===== src/rtl/decoder_scan_seq_pkg.sv =====
// Shared types and constants for the one-hot select sequencer.
package decoder_scan_seq_pkg;

  typedef enum logic [0:0] {
    IDLE = 1'b0,
    SCAN = 1'b1
  } state_t;

  localparam logic DIR_UP   = 1'b0;
  localparam logic DIR_DOWN = 1'b1;

endpackage


===== src/rtl/decoder_scan_seq_if.sv =====
// Control/result bundle between a select-sequencer user and decoder_scan_seq.
interface decoder_scan_seq_if #(
  parameter int SEL_W = 3
);
  import decoder_scan_seq_pkg::*;

  localparam int OUT_W = 2**SEL_W;

  logic               load;
  logic               start;
  logic               abort;
  logic               dir;
  logic [SEL_W-1:0]   sel_in;
  logic [SEL_W:0]     len_in;
  logic [OUT_W-1:0]   onehot_out;
  logic [SEL_W-1:0]   sel_out;
  logic               valid;
  logic               busy;
  logic               wrap;
  logic               done;

  modport master (
    output load, start, abort, dir, sel_in, len_in,
    input  onehot_out, sel_out, valid, busy, wrap, done
  );

  modport slave (
    input  load, start, abort, dir, sel_in, len_in,
    output onehot_out, sel_out, valid, busy, wrap, done
  );

endinterface


===== src/rtl/decoder_scan_seq_dec.sv =====
// Combinational SEL_W-to-2**SEL_W decoder with enable; all-zero when disabled.
module dec_n_to_onehot #(
  parameter int SEL_W = 3
) (
  input  logic                  en,
  input  logic [SEL_W-1:0]      sel,
  output logic [(2**SEL_W)-1:0] onehot
);

  always_comb begin
    onehot = '0;
    if (en) onehot[sel] = 1'b1;
  end

endmodule


===== src/rtl/decoder_scan_seq.sv =====
// Registered one-hot select: load-and-hold or up/down scan with wrap/done pulses.
module decoder_scan_seq
  import decoder_scan_seq_pkg::*;
#(
  parameter int SEL_W = 3
) (
  input logic               clk,
  input logic               rst,
  decoder_scan_seq_if.slave bus
);

  localparam int CNT_W = SEL_W + 1;

  state_t             state_q, state_d;
  logic [SEL_W-1:0]   sel_q, sel_d;
  logic [CNT_W-1:0]   cnt_q, cnt_d;
  logic               dir_q, dir_d;
  logic               valid_q, valid_d;
  logic               busy_q, busy_d;
  logic               wrap_q, wrap_d;
  logic               done_q, done_d;
  logic [(2**SEL_W)-1:0] onehot;

  always_ff @(posedge clk) begin
    if (rst) begin
      state_q <= IDLE;
      sel_q   <= '0;
      cnt_q   <= '0;
      dir_q   <= DIR_UP;
      valid_q <= 1'b0;
      busy_q  <= 1'b0;
      wrap_q  <= 1'b0;
      done_q  <= 1'b0;
    end else begin
      state_q <= state_d;
      sel_q   <= sel_d;
      cnt_q   <= cnt_d;
      dir_q   <= dir_d;
      valid_q <= valid_d;
      busy_q  <= busy_d;
      wrap_q  <= wrap_d;
      done_q  <= done_d;
    end
  end

  always_comb begin
    state_d = state_q;
    sel_d   = sel_q;
    cnt_d   = cnt_q;
    dir_d   = dir_q;
    valid_d = valid_q;
    busy_d  = busy_q;
    wrap_d  = 1'b0;
    done_d  = 1'b0;
    unique case (state_q)
      IDLE: begin
        if (bus.abort) begin
          sel_d   = '0;
          valid_d = 1'b0;
        end else if (bus.start && (bus.len_in != '0)) begin
          // First step shows sel_in itself, so len_in-1 further steps remain.
          dir_d   = bus.dir;
          sel_d   = bus.sel_in;
          valid_d = 1'b1;
          busy_d  = 1'b1;
          cnt_d   = bus.len_in - CNT_W'(1);
          state_d = SCAN;
        end else if (bus.load) begin
          sel_d   = bus.sel_in;
          valid_d = 1'b1;
        end
      end
      SCAN: begin
        if (bus.abort || (cnt_q == '0)) begin
          sel_d   = '0;
          valid_d = 1'b0;
          busy_d  = 1'b0;
          cnt_d   = '0;
          done_d  = ~bus.abort;
          state_d = IDLE;
        end else begin
          cnt_d = cnt_q - CNT_W'(1);
          if (dir_q == DIR_UP) begin
            sel_d  = sel_q + SEL_W'(1);
            wrap_d = (sel_q == '1);
          end else begin
            sel_d  = sel_q - SEL_W'(1);
            wrap_d = (sel_q == '0);
          end
        end
      end
      default: state_d = IDLE;
    endcase
  end

  dec_n_to_onehot #(.SEL_W(SEL_W)) u_dec (
    .en     (valid_q),
    .sel    (sel_q),
    .onehot (onehot)
  );

  assign bus.onehot_out = onehot;
  assign bus.sel_out    = sel_q;
  assign bus.valid      = valid_q;
  assign bus.busy       = busy_q;
  assign bus.wrap       = wrap_q;
  assign bus.done       = done_q;

endmodule

===== src/flat_wrapper.sv =====
// flat-port wrapper written by rule: the top's interface ports become plain ports
module decoder_scan_seq_flat import decoder_scan_seq_pkg::*;
#(
  parameter int SEL_W = 3
)
  (clk, rst, bus_load, bus_start, bus_abort, bus_dir, bus_sel_in, bus_len_in, bus_onehot_out, bus_sel_out, bus_valid, bus_busy, bus_wrap, bus_done);
  decoder_scan_seq_if #(.SEL_W(SEL_W)) bus_i ();
  input logic clk;
  input logic rst;
  input wire logic [$bits(bus_i.load)-1:0] bus_load;
  input wire logic [$bits(bus_i.start)-1:0] bus_start;
  input wire logic [$bits(bus_i.abort)-1:0] bus_abort;
  input wire logic [$bits(bus_i.dir)-1:0] bus_dir;
  input wire logic [$bits(bus_i.sel_in)-1:0] bus_sel_in;
  input wire logic [$bits(bus_i.len_in)-1:0] bus_len_in;
  output wire logic [$bits(bus_i.onehot_out)-1:0] bus_onehot_out;
  output wire logic [$bits(bus_i.sel_out)-1:0] bus_sel_out;
  output wire logic [$bits(bus_i.valid)-1:0] bus_valid;
  output wire logic [$bits(bus_i.busy)-1:0] bus_busy;
  output wire logic [$bits(bus_i.wrap)-1:0] bus_wrap;
  output wire logic [$bits(bus_i.done)-1:0] bus_done;
  assign bus_i.load = bus_load;
  assign bus_i.start = bus_start;
  assign bus_i.abort = bus_abort;
  assign bus_i.dir = bus_dir;
  assign bus_i.sel_in = bus_sel_in;
  assign bus_i.len_in = bus_len_in;
  assign bus_onehot_out = bus_i.onehot_out;
  assign bus_sel_out = bus_i.sel_out;
  assign bus_valid = bus_i.valid;
  assign bus_busy = bus_i.busy;
  assign bus_wrap = bus_i.wrap;
  assign bus_done = bus_i.done;
  decoder_scan_seq #(.SEL_W(SEL_W)) u_core (.clk(clk), .rst(rst), .bus(bus_i));
endmodule

===== config.mk =====
export PLATFORM = sky130hd
export DESIGN_NAME = decoder_scan_seq_flat
export DESIGN_NICKNAME = d
export VERILOG_FILES = /design/src/rtl/decoder_scan_seq_pkg.sv /design/src/rtl/decoder_scan_seq_if.sv /design/src/rtl/decoder_scan_seq_dec.sv /design/src/rtl/decoder_scan_seq.sv /design/src/flat_wrapper.sv
export SDC_FILE = /design/constraint.sdc
export NUM_CORES = 1
export LEC_CHECK = 0
export BUFFER_PORTS_ARGS = -buffer_cell sky130_fd_sc_hd__buf_4
export CAP_MARGIN = 20
export CORE_UTILIZATION = 48
export CTS_CLUSTER_DIAMETER = 200
export DETAILED_ROUTE_END_ITERATION = 8
export PLACE_DENSITY = 0.88
export SETUP_SLACK_MARGIN = 0.15
export SLEW_MARGIN = 20
export SYNTH_ARGS = -nofsm -noshare
export SYNTH_HDL_FRONTEND = slang
export SYNTH_HIERARCHICAL = 1
export SYNTH_SLANG_ARGS = --single-unit
export TNS_END_PERCENT = 5

===== constraint.sdc =====
create_clock -name clk -period 2.25 [get_ports clk]
set_input_delay 0.1125 -clock clk [delete_from_list [all_inputs] [get_ports clk]]
set_output_delay 0.1125 -clock clk [all_outputs]
set_load 0.1 [all_outputs]

== Yosys cells after proc, flatten, opt, wreduce, memory -nomap -nowiden ==
Index checks and enable logic that the tools add are counted.

* Mux-type cells: 26
* Equality and inequality tests: 5
* $lt $le $gt $ge: 2
* Add/subtract/negate cells: 4
* Shifts and indexed selects: 0
* Divide/modulo/power cells: 0
* Bitwise logic cells: 3
* Multiply operators: 0
* Reductions and logical operators: 12

{| class="wikitable"
|+ Operators by type and width
! operator !! number
|-
| two-way mux 3 bit || 5
|-
| two-way mux 4 bit || 3
|-
| two-way mux 1 bit || 11
|-
| two-way mux 8 bit || 1
|-
| case mux 4 bit (2 select lines) || 1
|-
| subtractor 4 x 1 -> 4 bit, second input constant || 2
|-
| case mux 1 bit (2 select lines) || 3
|-
| case mux 3 bit (2 select lines) || 1
|-
| AND reduction 3 bit || 2
|-
| OR reduction 3 bit || 2
|-
| zero test 4 bit || 1
|-
| less-than comparator 3 x 4 -> 1 bit, second input constant || 1
|-
| != test 2 bit, second input constant || 2
|-
| != test 4 x 3 -> 1 bit, second input constant || 1
|-
| AND reduction 2 bit || 2
|-
| nonzero test 4 bit || 1
|-
| adder 3 x 1 -> 3 bit, second input constant || 1
|-
| demux 1 bit (select 3 bit) || 1
|-
| == test 3 bit, second input constant || 1
|-
| greater-or-equal comparator 3 x 1 -> 1 bit, second input constant || 1
|-
| zero test 3 bit || 1
|-
| inverter 1 bit || 3
|-
| subtractor 3 x 1 -> 3 bit, second input constant || 1
|-
| logical AND 1 bit || 2
|-
| other kinds (2) || 2
|}

* Bits in writable memories: 0
* Memories kept: 0
* Bits in read-only memories: 0
* Latch bits: 0
* Bits in registers: 13
* Input bits: 13

== Longest topological paths before layout ==
* Depth in word-level cells: 5
* Gate-level depth with buffers: 6
* Depth with buffers taken out: 6

== Modules after synthesis ==
Netlist, hierarchy kept.

{| class="wikitable"
|+ Modules (own cells, without submodules)
! module !! times used !! seq. area each (sq um) !! cells each !! area each (sq um)
|-
| decoder_scan_seq || 1 || 260.2 || 80 || 738.2
|-
| dec_n_to_onehot || 1 || 0.0 || 8 || 96.3
|}

== Worst setup path after synthesis ==
Ideal clock, no wire load.

* Path type: register to output
* Start: register u_core.valid_q, in the netlist u_core/bus.valid
* End: output bus_onehot_out[0]
* Data arrival time: 2.837 ns
* Cell stages (with the launch flop): 2
* Setup slack: -0.699 ns
* Data required time: 2.138 ns
* Path through: dfxtp_1 nor4b_2

* Cells in the longest elaborated chain, start to end: 1

{| class="wikitable"
|+ Ends and longest elaborated chain
! element !! RTL line !! source
|-
| from (decl) || decoder_scan_seq.sv:18 || <nowiki>logic valid_q, valid_d;</nowiki>
|-
| from (signal assigned) || decoder_scan_seq.sv:39 || <nowiki>valid_q <= valid_d;</nowiki>
|-
| two-way mux 8 bit || decoder_scan_seq_dec.sv:12 || <nowiki>if (en) onehot[sel] = 1'b1;</nowiki>
|-
| to (decl) || flat_wrapper.sv:16 || <nowiki>output wire logic [$bits(bus_i.onehot_out)-1:0] bus_onehot_out;</nowiki>
|}

Every way passes these cells.

== Worst setup path after layout ==
* Start: register u_core.sel_q[0], in the netlist u_core/bus.sel_out[0]
* End: register u_core.sel_q[2], in the netlist u_core/bus.sel_out[2]

* Cells in the longest elaborated chain, start to end: 4

{| class="wikitable"
|+ Ends and longest elaborated chain
! element !! RTL line !! source
|-
| from (decl) || decoder_scan_seq.sv:15 || <nowiki>logic [SEL_W-1:0] sel_q, sel_d;</nowiki>
|-
| from (signal assigned) || decoder_scan_seq.sv:36 || <nowiki>sel_q <= sel_d;</nowiki>
|-
| adder 3 x 1 -> 3 bit or subtractor 3 x 1 -> 3 bit (tied branches) || decoder_scan_seq.sv:84, decoder_scan_seq.sv:87 ||
|-
| two-way mux 3 bit * || decoder_scan_seq.sv:83 || <nowiki>if (dir_q == DIR_UP) begin</nowiki>
|-
| two-way mux 3 bit * || decoder_scan_seq.sv:74 || <nowiki>if (bus.abort || (cnt_q == '0)) begin</nowiki>
|-
| case mux 3 bit (2 select lines) * || decoder_scan_seq.sv:55 || <nowiki>unique case (state_q)</nowiki>
|}

Mark *: on every way between the ends. The rest lies on a longest branch, timed or not.
A chain may end at the register's enable or synchronous reset.

==> impl_metrics.tcl <==
set metrics [dict create \
    outcome "complete, but fails checks" \
    violations "DRC" \
    synth_edf_count 0 \
    regArea_um2 263 \
    final_common_cell "buf_4" \
    comb_power_share_pct 31.3 \
    worstSetupEndpoint "u_core/bus.sel_out[2]" \
    drt_iter0_drc 21 \
    clk_latency_ns 0.27 \
    clock_sinks 13 \
    yosys_most_used_dff "dfxtp_1" \
    root_buffer "clkbuf_4" \
    sequentialPowerShare_pct 44.6 \
    core-area_um2 1560 \
    grt-ovfl-total 0 \
    gp_congestion 0.852 \
    finalWorstSetupSlack_ns 0.505 \
    reg2reg_from "u_core/bus.sel_out[0]" \
    grtUsageMet1_pct 25.6 \
    holdCritPathClass "in -> reg" \
    grt_pass1_vias 760 \
    io_buffers 27 \
    cts_inserted_buffers 3 \
    synthMuxAreaShare_pct 3.60 \
    initial_core_util_pct 53.5 \
    clk_pin_slew_ns 0.08 \
    hold_viol_final 0 \
    multi_input_area_um2 547 \
    ant_nets 0 \
    final_util_pct 69.8 \
    fillCellCount 143 \
    synth-xor-area-share_pct 3.15 \
    syn_area_um2 835 \
    wire_per_inst_um 14.9 \
    grtUsageTotal_pct 22.4 \
    synth_fa_ha_area_share_pct 6.90 \
    async_flop_share_pct 0 \
    ys_seq_elements 13 \
    finalNetCount 135 \
    insertedDiodeCount 0 \
    clk_path_buf_depth 2 \
    mostFrequentLayoutCells "27 x buf_4, 11 x dfxtp_1, 8 x inv_1" \
    postCtsSetupBuffers 0 \
    grt_setup_unrepaired "false" \
    row_count 14 \
    slew_viol_final 0 \
    p_clk_share_pct 24.0 \
    grt_first_pass_wirelength_um 3230 \
    busiest_layer "met2" \
    gr-usage-met3_pct 5.42 \
    p_per_area_nw_per_um2 544 \
    drive_gt1_share_pct 40.2 \
    p_sw_w 0.000211 \
    cp-end-kind "flop" \
    antenna_found_initial 0 \
    grt_max_degree 15 \
    cts_resized 0 \
    reg2reg_to "u_core/bus.sel_out[2]" \
    rr_worst_depth 5 \
    fp.dieW_um 43.7 \
    grt_use_met2_pct 42.1 \
    synth_top_area_share_pct 31.2 \
    slew_headroom_pct 72.8 \
    finClkSkew_ns 0.00132 \
    p_leak_nw 0.468 \
    synth_compound_area_share_pct 21.0 \
    fin_crit_sh_pct 77.5 \
    setup_viol 0 \
    h-tree-depth 1 \
    crit_type "reg -> reg" \
    syn_to_final_growth_pct 30.4 \
    tightestPinTransition_ns 0.407 \
    num_vias 809 \
    syn_nets 105 \
    crit_fanout 14 \
    yosys-top-cells-area "dfxtp_1 31%, and4bb_2 4.5%, ha_1 4.5%" \
    die_y_um 43.7 \
    fmax_mhz 573 \
    ys_warn_count 6 \
    ioPinCount 28 \
    arrival_ns 1.91 \
    ys_seq_area_share_pct 31.2 \
    hold_buffers 0 \
    period_minus_slack_ns 1.74 \
    drt_pass1_iterations 6 \
    ir_drop_mv 0.362 \
    syn_avg_cell_area_um2 9.48 \
    cp.required_ns 2.42 \
    drcViolationCount 4 \
    wl_um 1980 \
    critPathLaunch "u_core/bus.sel_out[0]" \
    synth_cells 88 \
    hpwl_um 1520 \
    synth_cell_type_count 37 \
    cts_tree "built" \
    viasPerCell 6.08 \
    cp-start-kind "flop" \
    yosysTopAreaCell "dfxtp_1" \
    post-place-ws_ns 0.389 \
    synth-simple-area-share_pct 29.2 \
    die_area_um2 1910 \
    rrSetupSlack_ns 0.51 \
    synth_top_family_by_area "simple AND/OR/NAND/NOR gates" \
    holdWs_ns 0.0823 \
    p_int_w 0.000381 \
    switching_share_pct 35.6 \
    maxCapViolCount 0 \
]
==> state kept, by name, summed over array words and instances (netlist names) <==
register and count:
u_core/cnt_q 4, u_core/bus.sel_out 3, u_core/bus.busy 1, u_core/bus.done 1, u_core/bus.valid 1, u_core/bus.wrap 1
u_core/dir_q 1, u_core/state_q 1
==> power groups by stage <==
stage | logic (W) | registers, W | clock network (W)
final | 0.000186 | 0.000265 | 0.000142
after global routing | 0.000196 | 0.000268 | 0.000162
after CTS | 0.000184 | 0.000264 | 0.000145
after detailed placement | 0.000181 | 0.000269 | 0
after global placement | 0.000176 | 0.000268 | 0
after floorplan | 0.0000959 | 0.000303 | 0
==> final cells by class <==
class	instances	area share [%]
inverters	8	2.76
repair buffers	27	18.6
clock buffers	4	2.41
well taps	16	1.84
multi-input cells	65	50.2
flip-flops and latches	13	24.1
==> synth_stat cells (2+ instances only) <==
cell type	number
dfxtp_1	13
inv_1	8
a21oi_1	6
nor2_1	5
o21ai_0	4
a211oi_1	3
and4b_2	3
and4bb_2	3
ha_1	3
mux2i_1	3
nor3b_1	3
o22ai_1	3
or3_1	3
xnor2_1	3
nand2_1	2
nor3_1	2
==> critical path, stage by stage, from the launching register on <==
cell	delay, ns
dfxtp_2	0.46
inv_1	0.11
fa_1	0.44
xnor2_1	0.21
o22ai_1	0.12
a211o_1	0.30
==> kinds of logic after synthesis <==
kind of cell	count (synthesis)
mux	3
simple gates	32
buf+inv	10
compound gates	23
fa+ha+maj	4
flops	13
xor+xnor	3
==> through the flow <==
| step | instance area, um^2 | std cells | TNS [ns] | total power [W] |
|---|---|---|---|---|
| 6_report | 1090 | 133 | 0 | 0.000593 |
| 5_1_grt | 1090 | 133 | 0 | 0.000626 |
| 4_1_cts | 1080 | 133 | 0 | 0.000592 |
| 3_5_place_dp | 1060 | 129 | 0 | 0.000450 |
| 3_3_place_gp | 1060 | 129 | 0 | 0.000444 |
| 2_1_floorplan | 846 | 88 | -0.0588 | 0.000399 |
==> how the worst min path moves through the flow <==
stage / start / endpoint / slack (ns) / cells after the start
after detailed placement: bus_dir / u_core/dir_q / 0.36 / 3
after floorplan: bus_dir / u_core/dir_q / 0.26 / 2
after CTS: bus_dir / u_core/dir_q / 0.08 / 3
after global routing: rst / u_core/cnt_q[2] / 0.08 / 2
after global placement: bus_dir / u_core/dir_q / 0.34 / 3
final: bus_dir / u_core/dir_q / 0.08 / 3
==> routing by layer <==
layer	part of all wire [%]	vias to the layer above
li1	-	392
met1	40	383
met4	0.66	0
met3	7.3	2
met2	52	32
met5	0	-
No activity file was read; power rests on OpenSTA's default activity.
